## src/rtl/alu_exec_unit.sv

```systemverilog
// alu_exec_unit: RV32I execute-stage ALU with operand mux, funct decode and registered result.
// Define ALU_MUL_EN to add the RV32M multiply group (MUL/MULH/MULHSU/MULHU) to R-type decode.
module alu_exec_unit (
   input  logic        clk,
   input  logic        reset,
   input  logic        en,
   input  logic [31:0] instruction,
   input  logic [3:0]  alu_op,
   input  logic        alu_src,
   input  logic [31:0] read_a,
   input  logic [31:0] read_b,
   input  logic [31:0] imm,
   output logic [31:0] result,
   output logic        zero,
   output logic        illegal
);
   logic [2:0]  f3;
   logic [6:0]  f7;
   logic [31:0] a, b, add_r, sub_r, sll_r, srl_r, sra_r, val, result_next;
   logic        lt, ltu, ill;
   assign f3    = instruction[14:12];
   assign f7    = instruction[31:25];
   assign a     = read_a;
   assign b     = alu_src ? imm : read_b;
   assign add_r = a + b;
   assign sub_r = a - b;
   assign sll_r = a << b[4:0];
   assign srl_r = a >> b[4:0];
   assign sra_r = $signed(a) >>> b[4:0];
   assign lt    = $signed(a) < $signed(b);
   assign ltu   = a < b;
`ifdef ALU_MUL_EN
   logic [63:0] mul_ss, mul_su, mul_uu;
   assign mul_ss = $signed({{32{a[31]}}, a}) * $signed({{32{b[31]}}, b});
   assign mul_su = $signed({{32{a[31]}}, a}) * $signed({32'b0, b});
   assign mul_uu = {32'b0, a} * {32'b0, b};
`endif
   always_comb begin
      val = 32'b0;
      ill = 1'b0;
      case (alu_op)
         4'b0000, 4'b0101: val = add_r;
         4'b0100: val = b;
         4'b0001:
            case (f3)
               3'b000:  val = {31'b0, a == b};
               3'b001:  val = {31'b0, a != b};
               3'b100:  val = {31'b0, lt};
               3'b101:  val = {31'b0, !lt};
               3'b110:  val = {31'b0, ltu};
               3'b111:  val = {31'b0, !ltu};
               default: ill = 1'b1;
            endcase
         4'b0010:
            case (f7)
               7'b0000000:
                  case (f3)
                     3'b000:  val = add_r;
                     3'b001:  val = sll_r;
                     3'b010:  val = {31'b0, lt};
                     3'b011:  val = {31'b0, ltu};
                     3'b100:  val = a ^ b;
                     3'b101:  val = srl_r;
                     3'b110:  val = a | b;
                     default: val = a & b;
                  endcase
               7'b0100000: begin
                  val = f3 == 3'b000 ? sub_r : sra_r;
                  ill = f3 != 3'b000 && f3 != 3'b101;
               end
`ifdef ALU_MUL_EN
               7'b0000001: begin
                  val = f3 == 3'b000 ? mul_ss[31:0] :
                        f3 == 3'b001 ? mul_ss[63:32] :
                        f3 == 3'b010 ? mul_su[63:32] : mul_uu[63:32];
                  ill = f3[2];
               end
`endif
               default: ill = 1'b1;
            endcase
         4'b0011:
            case (f3)
               3'b000:  val = add_r;
               3'b010:  val = {31'b0, lt};
               3'b011:  val = {31'b0, ltu};
               3'b100:  val = a ^ b;
               3'b110:  val = a | b;
               3'b111:  val = a & b;
               3'b001: begin
                  val = sll_r;
                  ill = f7 != 7'b0000000;
               end
               default: begin
                  val = f7 == 7'b0000000 ? srl_r : sra_r;
                  ill = f7 != 7'b0000000 && f7 != 7'b0100000;
               end
            endcase
         default: ill = 1'b1;
      endcase
   end
   // Any undefined decode forces a zero result so downstream sees a clean value.
   assign result_next = ill ? 32'b0 : val;
   always_ff @(posedge clk) begin
      if (!reset) begin
         result  <= 32'b0;
         zero    <= 1'b1;
         illegal <= 1'b0;
      end else if (en) begin
         result  <= result_next;
         zero    <= result_next == 32'b0;
         illegal <= ill;
      end
   end
endmodule

```

## config.mk

```make
export PLATFORM = sky130hd
export DESIGN_NAME = alu_exec_unit
export DESIGN_NICKNAME = d
export VERILOG_FILES = /design/src/rtl/alu_exec_unit.sv
export SDC_FILE = /design/constraint.sdc
export NUM_CORES = 1
export LEC_CHECK = 0
export ABC_CLOCK_PERIOD_IN_PS = 7050
export CAP_MARGIN = 40
export CORE_MARGIN = 3
export CORE_UTILIZATION = 30
export CTS_BUF_LIST = sky130_fd_sc_hd__clkbuf_16
export DETAILED_ROUTE_END_ITERATION = 12
export GPL_TIMING_DRIVEN = 0
export HOLD_SLACK_MARGIN = 0.12
export PLACE_DENSITY = 0.48
export RECOVER_POWER = 50
export SYNTH_ARGS = -nofsm -noshare
export SYNTH_HDL_FRONTEND = slang
export SYNTH_SLANG_ARGS = --single-unit
```

## constraint.sdc

```tcl
create_clock -name clk -period 7.05 [get_ports clk]
set_input_delay 0.705 -clock clk [delete_from_list [all_inputs] [get_ports clk]]
set_output_delay 0.705 -clock clk [all_outputs]
set_load 0.05 [all_outputs]
```

==> results of run 1 <==
[cells by family (layout without fill, tap and decap cells)]
group / Yosys count / in the layout / synth area share
buf+inv: 262 / 449 / 0.0752
flops: 34 / 34 / 0.0481
mux: 181 / 181 / 0.176
other cells: 0 / 1 / 0
xor+xnor: 49 / 49 / 0.0303
simple gates: 640 / 640 / 0.216
compound gates: 722 / 722 / 0.346
fa+ha+maj: 122 / 122 / 0.109
[placed cells by master, fill, tap and decap left out, drive strengths merged, types with 47 or more instances in the layout]
cell and instances:
a21oi 172, buf 83, clkbuf 94, clkdlybuf4s50 111, ha 120, inv 125, mux2i 125, nand2 175
nand3 47, nor2 193, nor3 48, o21ai 139
[state kept, by name (all words and copies together) (netlist names)]
signal / count
zero: 1
result: 32
illegal: 1
[final cells by class]
cell class | count | area, um^2
Antenna cell | 1 | 2.50
Buffer | 135 | 597
Clock buffer | 5 | 125
Clock inverter | 3 | 12.5
Fill cell | 5013 | 29100
Inverter | 125 | 474
Multi-Input combinational cell | 1714 | 12500
Sequential cell | 34 | 681
Tap cell | 600 | 751
Timing Repair Buffer | 181 | 1750
[how the worst max path moves through the flow]
stage / end / slack (ps) / depth (start not counted)
6_report: zero / 130 / 20
5_1_grt: zero / 5 / 21
4_1_cts: zero / 40 / 19
3_5_place_dp: zero / -1370 / 22
3_3_place_gp: zero / -2240 / 20
2_1_floorplan: zero / 1460 / 20
[metal layers]
layer	routed length (um)	global-route usage	share of wire	vias to the layer above
li1	-	-	-	7993
met1	43700	0.565	0.40	9400
met2	45500	0.623	0.41	1568
met3	13000	0.0941	0.12	277
met4	8050	0.233	0.073	0
met5	0	0	0	-
[timing repair]
item / CTS / global route
pin swaps: 0 / 2
gates cloned: 0 / 0
hold buffers: 0 / 0
setup buffers: 0 / 2
gates resized for setup: 12 / 15
setup endpoints to repair: 16 / 3
[power by group]
part | internal (uW) | leakage, uW | switching [uW]
registers | 200 | 0.000277 | 3.41
clock network | 127 | 0.0000724 | 75.7
logic | 552 | 0.00635 | 1250
[worst reg2reg max path, cell delays in order, from the launching register on]
cell and delay [ps]:
dfxtp_1 310, or2_2 270, o211a_1 120
[stage by stage]
stage                     worst slack (ps)  cell area, um^2  power, uW   util
after floorplan                       1460            14200       1150      -
after global placement               -2240            16300       1880  0.356
after detailed placement             -1370            16600       1890  0.362
after CTS                             43.1            16800       2110  0.366
after global routing                  5.34            16900       2250  0.367
final                                  126            16900       2210  0.367
==> metrics, run 1 <==
Post-Syn Nets around 2300; HP Start result[14]; crit-path max FO 10; vias in the first global route roughly 18000; mapped cell area 14200 um^2; VDD IR max about 0.17 mV; share of cells above drive strength 1 0.0833; Leak between 0.006 and 0.007 uW; clk sink count 34; CP delay by family, top compound AO/OA/AOI/OAI gates; reg2reg end result[27]; max incr delay on CP 790 ps; Post-synth top flop dfxtp_1; CP required between 7000 and 8000 ps; chip height 223 um; Starting Density 0.308; max-slew violation count 0; top cell type by total area after synthesis ha_1; Clock Tree Buf Depth 2; post-route setup TNS 0 ps; Post-Syn Instances ~2000; Die Width ~220 um; CTS Buf Count 5; R2R Setup Slk 6250 ps; critical path type in -> reg; initial antenna violation count 0; worst slew margin relative to its limit 0.314; Buf/Inv on CP 6; Ys Warns 0; DR vias slightly below 20000; Total GRT Usage 0.421; core area 46000 um^2; CP Cell Sequence buf_6 -> buf_4 -> mux2i_1 -> buf_2 -> buf_1 -> clkbuf_1 -> buf_8 -> ha_1 -> nand2b_1 -> a221oi_1 -> o31ai_1 -> a221o_1 -> nor2_1 -> nor4b_1 -> a21bo_2 -> o31ai_1 -> a311oi_1 -> and3_1 -> a31oi_1 -> o31ai_1; total global routing overflow 0; CTS tree yes; critical path arrival around 7100 ps; first-pass GRT wire length ~150000 um; Worst Setup SP alu_src; synth-to-layout area growth 19.3%; Hold Path Depth 2; Placed Cells around 2800; Max-cap violations 0; Antenna Nets Post-Route 0; Synth area leaders ha_1 (11%), mux2i_1 (8.3%), mux4_2 (6.5%), a21oi_1 (6.1%), nor2_1 (5.1%); later-pin clock latency in the skew report 280 ps; fin cells 2798; FP Rows 78; DIE AREA around 50000 um^2; Unique masters post-synth between 90 and 100; H-Tree Depth 2; Synth Area per Inst ~7.0 um^2; Synth top area share 0.106; root buffer cell clkbuf_16; Worst-path clk slew ~50 ps; Async S/R FF share, synth 0; CP Launch Type input port; RSZ-0062 raised after global routing no; I/O Buffers 144; hold crit path type reg -> reg; critical path's slowest cell nor4b_1; DP HPWL 92100 um; outcome finished clean; I/O pins 170; final layout net count around 2500; Routed WL ~110000 um; routability cong. between 1 and 1.5; maximum number of pins on one net before global-route repair 21; minimum clock period a little under 7000 ps; final hold violation count 0; worst-case reg-to-reg path depth 2; Worst R2R Start result[27]; top post-synthesis cells by count nor2_1 (193), nand2_1 (175), a21oi_1 (172); Hold Path End result[14]; register area share after synthesis 0.0481; number of synthesized flops with an enable pin 0; most frequent cell after synthesis nor2_1; #FFs+latches synth 34; initial DRC count about 3100; setup violators final 0; Max Fclk around 0.14 GHz; Tcrit/Tclk final 0.982; WL per Instance between 30 and 40 um; Setup Skew 0 ps; DRC viols 0; Worst Tran Pin Value between 1000 and 1500 ps; PwrDens around 130 nW/um^2; via/cell ratio between 6 and 7; Pre-antenna DRT Iters 6; hold slack 484 ps; Critical Path End Type flop; most used cell, CP o31ai_1
No activity file was read; power rests on OpenSTA's default activity.
==> run 2: changes to the inputs <==
--- a/config.mk
+++ b/config.mk
@@ -5,11 +5,12 @@
 export SDC_FILE = /design/constraint.sdc
 export NUM_CORES = 1
 export LEC_CHECK = 0
-export ABC_CLOCK_PERIOD_IN_PS = 7050
+export ABC_CLOCK_PERIOD_IN_PS = 6960
 export CAP_MARGIN = 40
 export CORE_MARGIN = 3
 export CORE_UTILIZATION = 30
 export CTS_BUF_LIST = sky130_fd_sc_hd__clkbuf_16
+export CTS_CLUSTER_SIZE = 20
 export DETAILED_ROUTE_END_ITERATION = 12
 export GPL_TIMING_DRIVEN = 0
 export HOLD_SLACK_MARGIN = 0.12
==> constraint.sdc (replaced) <==
create_clock -name clk -period 6.96 [get_ports clk]
set_input_delay 0.696 -clock clk [delete_from_list [all_inputs] [get_ports clk]]
set_output_delay 0.696 -clock clk [all_outputs]
set_load 0.05 [all_outputs]
==> metrics, run 2 (synthesis gave the netlist of run 1 again) <==
P_sw about 1300 uW; combinational cell fraction of total power 0.817; Leak 0.00674 uW; share of cells above drive strength 1 0.0876; outcome finished clean; root buffer cell clkbuf_16; Worst Tran Pin Value ~1100 ps; chip height 223 um; Worst-path clk slew approximately 50 ps; Total GRT Usage 0.421; max-slew violation count 0; Setup Skew 0 ps; I/O Buffers ~140; CP required approximately 7200 ps; max reg flops 32; maximum number of pins on one net before global-route repair 21; Worst R2R Start result[27]; core area ~46000 um^2; Hold Path Depth 2; Pre-antenna DRT Iters 6; Clock Tree Buf Depth 2; Sw Share 0.601; Largest Register result; Clock Power Share 0.092; Critical Path End Type flop; reg2reg end result[27]; post-route setup TNS 0 ps; H-Tree Depth 2; routability cong. 1.11; CP Launch Type input port; initial DRC count 3178; PwrDens about 130 nW/um^2; Routed WL approximately 110000 um; CTS Buf Count 5; later-pin clock latency in the skew report ~280 ps; WL per Instance roughly 39 um; hold crit path type reg -> reg; HP Start result[14]; VDD IR max around 0.17 mV; Starting Density 0.308; final layout net count roughly 2500; DP Area around 17000 um^2; biggest registers after layout result: 32 flops, illegal: 1 flops, zero: 1 flops; DRC viols 0; Max-cap violations 0; sequential power share 0.092; DP HPWL 92100 um; FP Rows around 80; design area ~17000 um^2; DR vias just under 20000; Antenna Nets Post-Route 0; Tcrit/Tclk final 0.985; via/cell ratio roughly 7; Die Width 223 um; Pwr Total between 2000 and 2500 uW; Hold Path End result[14]; RSZ-0062 raised after global routing no; most common cell after layout, fill and taps aside nor2_1; first-pass GRT wire length 148000 um; R2R Setup Slk roughly 6200 ps; Max Fclk about 0.15 GHz; fin cells 2804; Int Pwr between 800 and 900 uW; CTS tree yes; Placed Cells approximately 2800; pre-CTS setup slack -1450 ps; DIE AREA about 50000 um^2; worst-case reg-to-reg path depth 2; synth-to-layout area growth 19.9%; initial antenna violation count 0; total global routing overflow 0; worst slew margin relative to its limit 0.299; I/O pins 170; minimum clock period just under 7000 ps; setup violators final 0; most frequent cells in the layout nor2_1 (192), nand2_1 (175), a21oi_1 (171); final hold violation count 0; critical path arrival approximately 7000 ps; crit-path max FO 10; fillcell total between 5000 and 6000; vias in the first global route 17504; clk sink count 34; setup ws final roughly 110 ps; critical path type in -> reg
run 2: area by class of cell:
cell class	count	area, um^2	share of cell area
well taps	600	751	0.0443
multi-input cells	1714	12500	0.738
diodes	1	2.50	0.000148
plain buffers	135	599	0.0353
clock buffers	5	125	0.00738
clock inverters	3	12.5	0.000738
repair buffers	187	1800	0.106
flip-flops and latches	34	681	0.0401
inverters	125	474	0.0280
run 2: worst max path at each step:
stage | from | end | cells after the start | slack, ps
after floorplan | alu_src | zero | 20 | 1380
after global placement | imm[3] | zero | 20 | -2320
final | alu_src | zero | 20 | 110
after global routing | read_b[3] | zero | 22 | 20
after detailed placement | imm[3] | zero | 22 | -1450
after CTS | read_b[3] | zero | 20 | 9
run 2: critical path: stages:
cell and delay (ps):
buf_6 140, buf_4 360, mux2i_1 350, buf_2 330, buf_1 580, clkbuf_1 400, buf_8 220, ha_1 190
nand2b_1 130, a221oi_1 110, o31ai_1 530, a221o_1 380, nor2_1 160, nor4b_1 790, a21bo_2 250, o31ai_1 90
a311oi_1 740, and3_1 250, a31oi_1 80, o31ai_1 240
run 2: through the flow:
stage,hold slack [ps],util
after detailed placement,474,0.362
after floorplan,694,-
final,480,0.369
after CTS,482,0.366
after global routing,492,0.369
after global placement,465,0.356
run 2: routing by layer:
layer	global-route usage	part of all wire	vias up	wire, um
met4	0.233	0.071	0	7860
li1	-	-	8005	-
met3	0.0941	0.12	247	13100
met2	0.623	0.41	1583	45500
met1	0.565	0.40	9455	43800
met5	0	0	-	0
run 2: what timing repair did:
item | CTS | global route
buffers inserted | 0 | 8
gates resized for setup | 13 | 18
hold buffers | 0 | 0
endpoints found under the setup margin | 18 | 4
pin swaps | 0 | 2
run 2: power by group through the flow:
stage / registers (uW) / clock network, uW / logic, uW
5_1_grt: 206 / 216 / 1870
3_3_place_gp: 210 / 0 / 1700
4_1_cts: 206 / 210 / 1720
3_5_place_dp: 210 / 0 / 1710
6_report: 206 / 205 / 1830
2_1_floorplan: 234 / 0 / 935
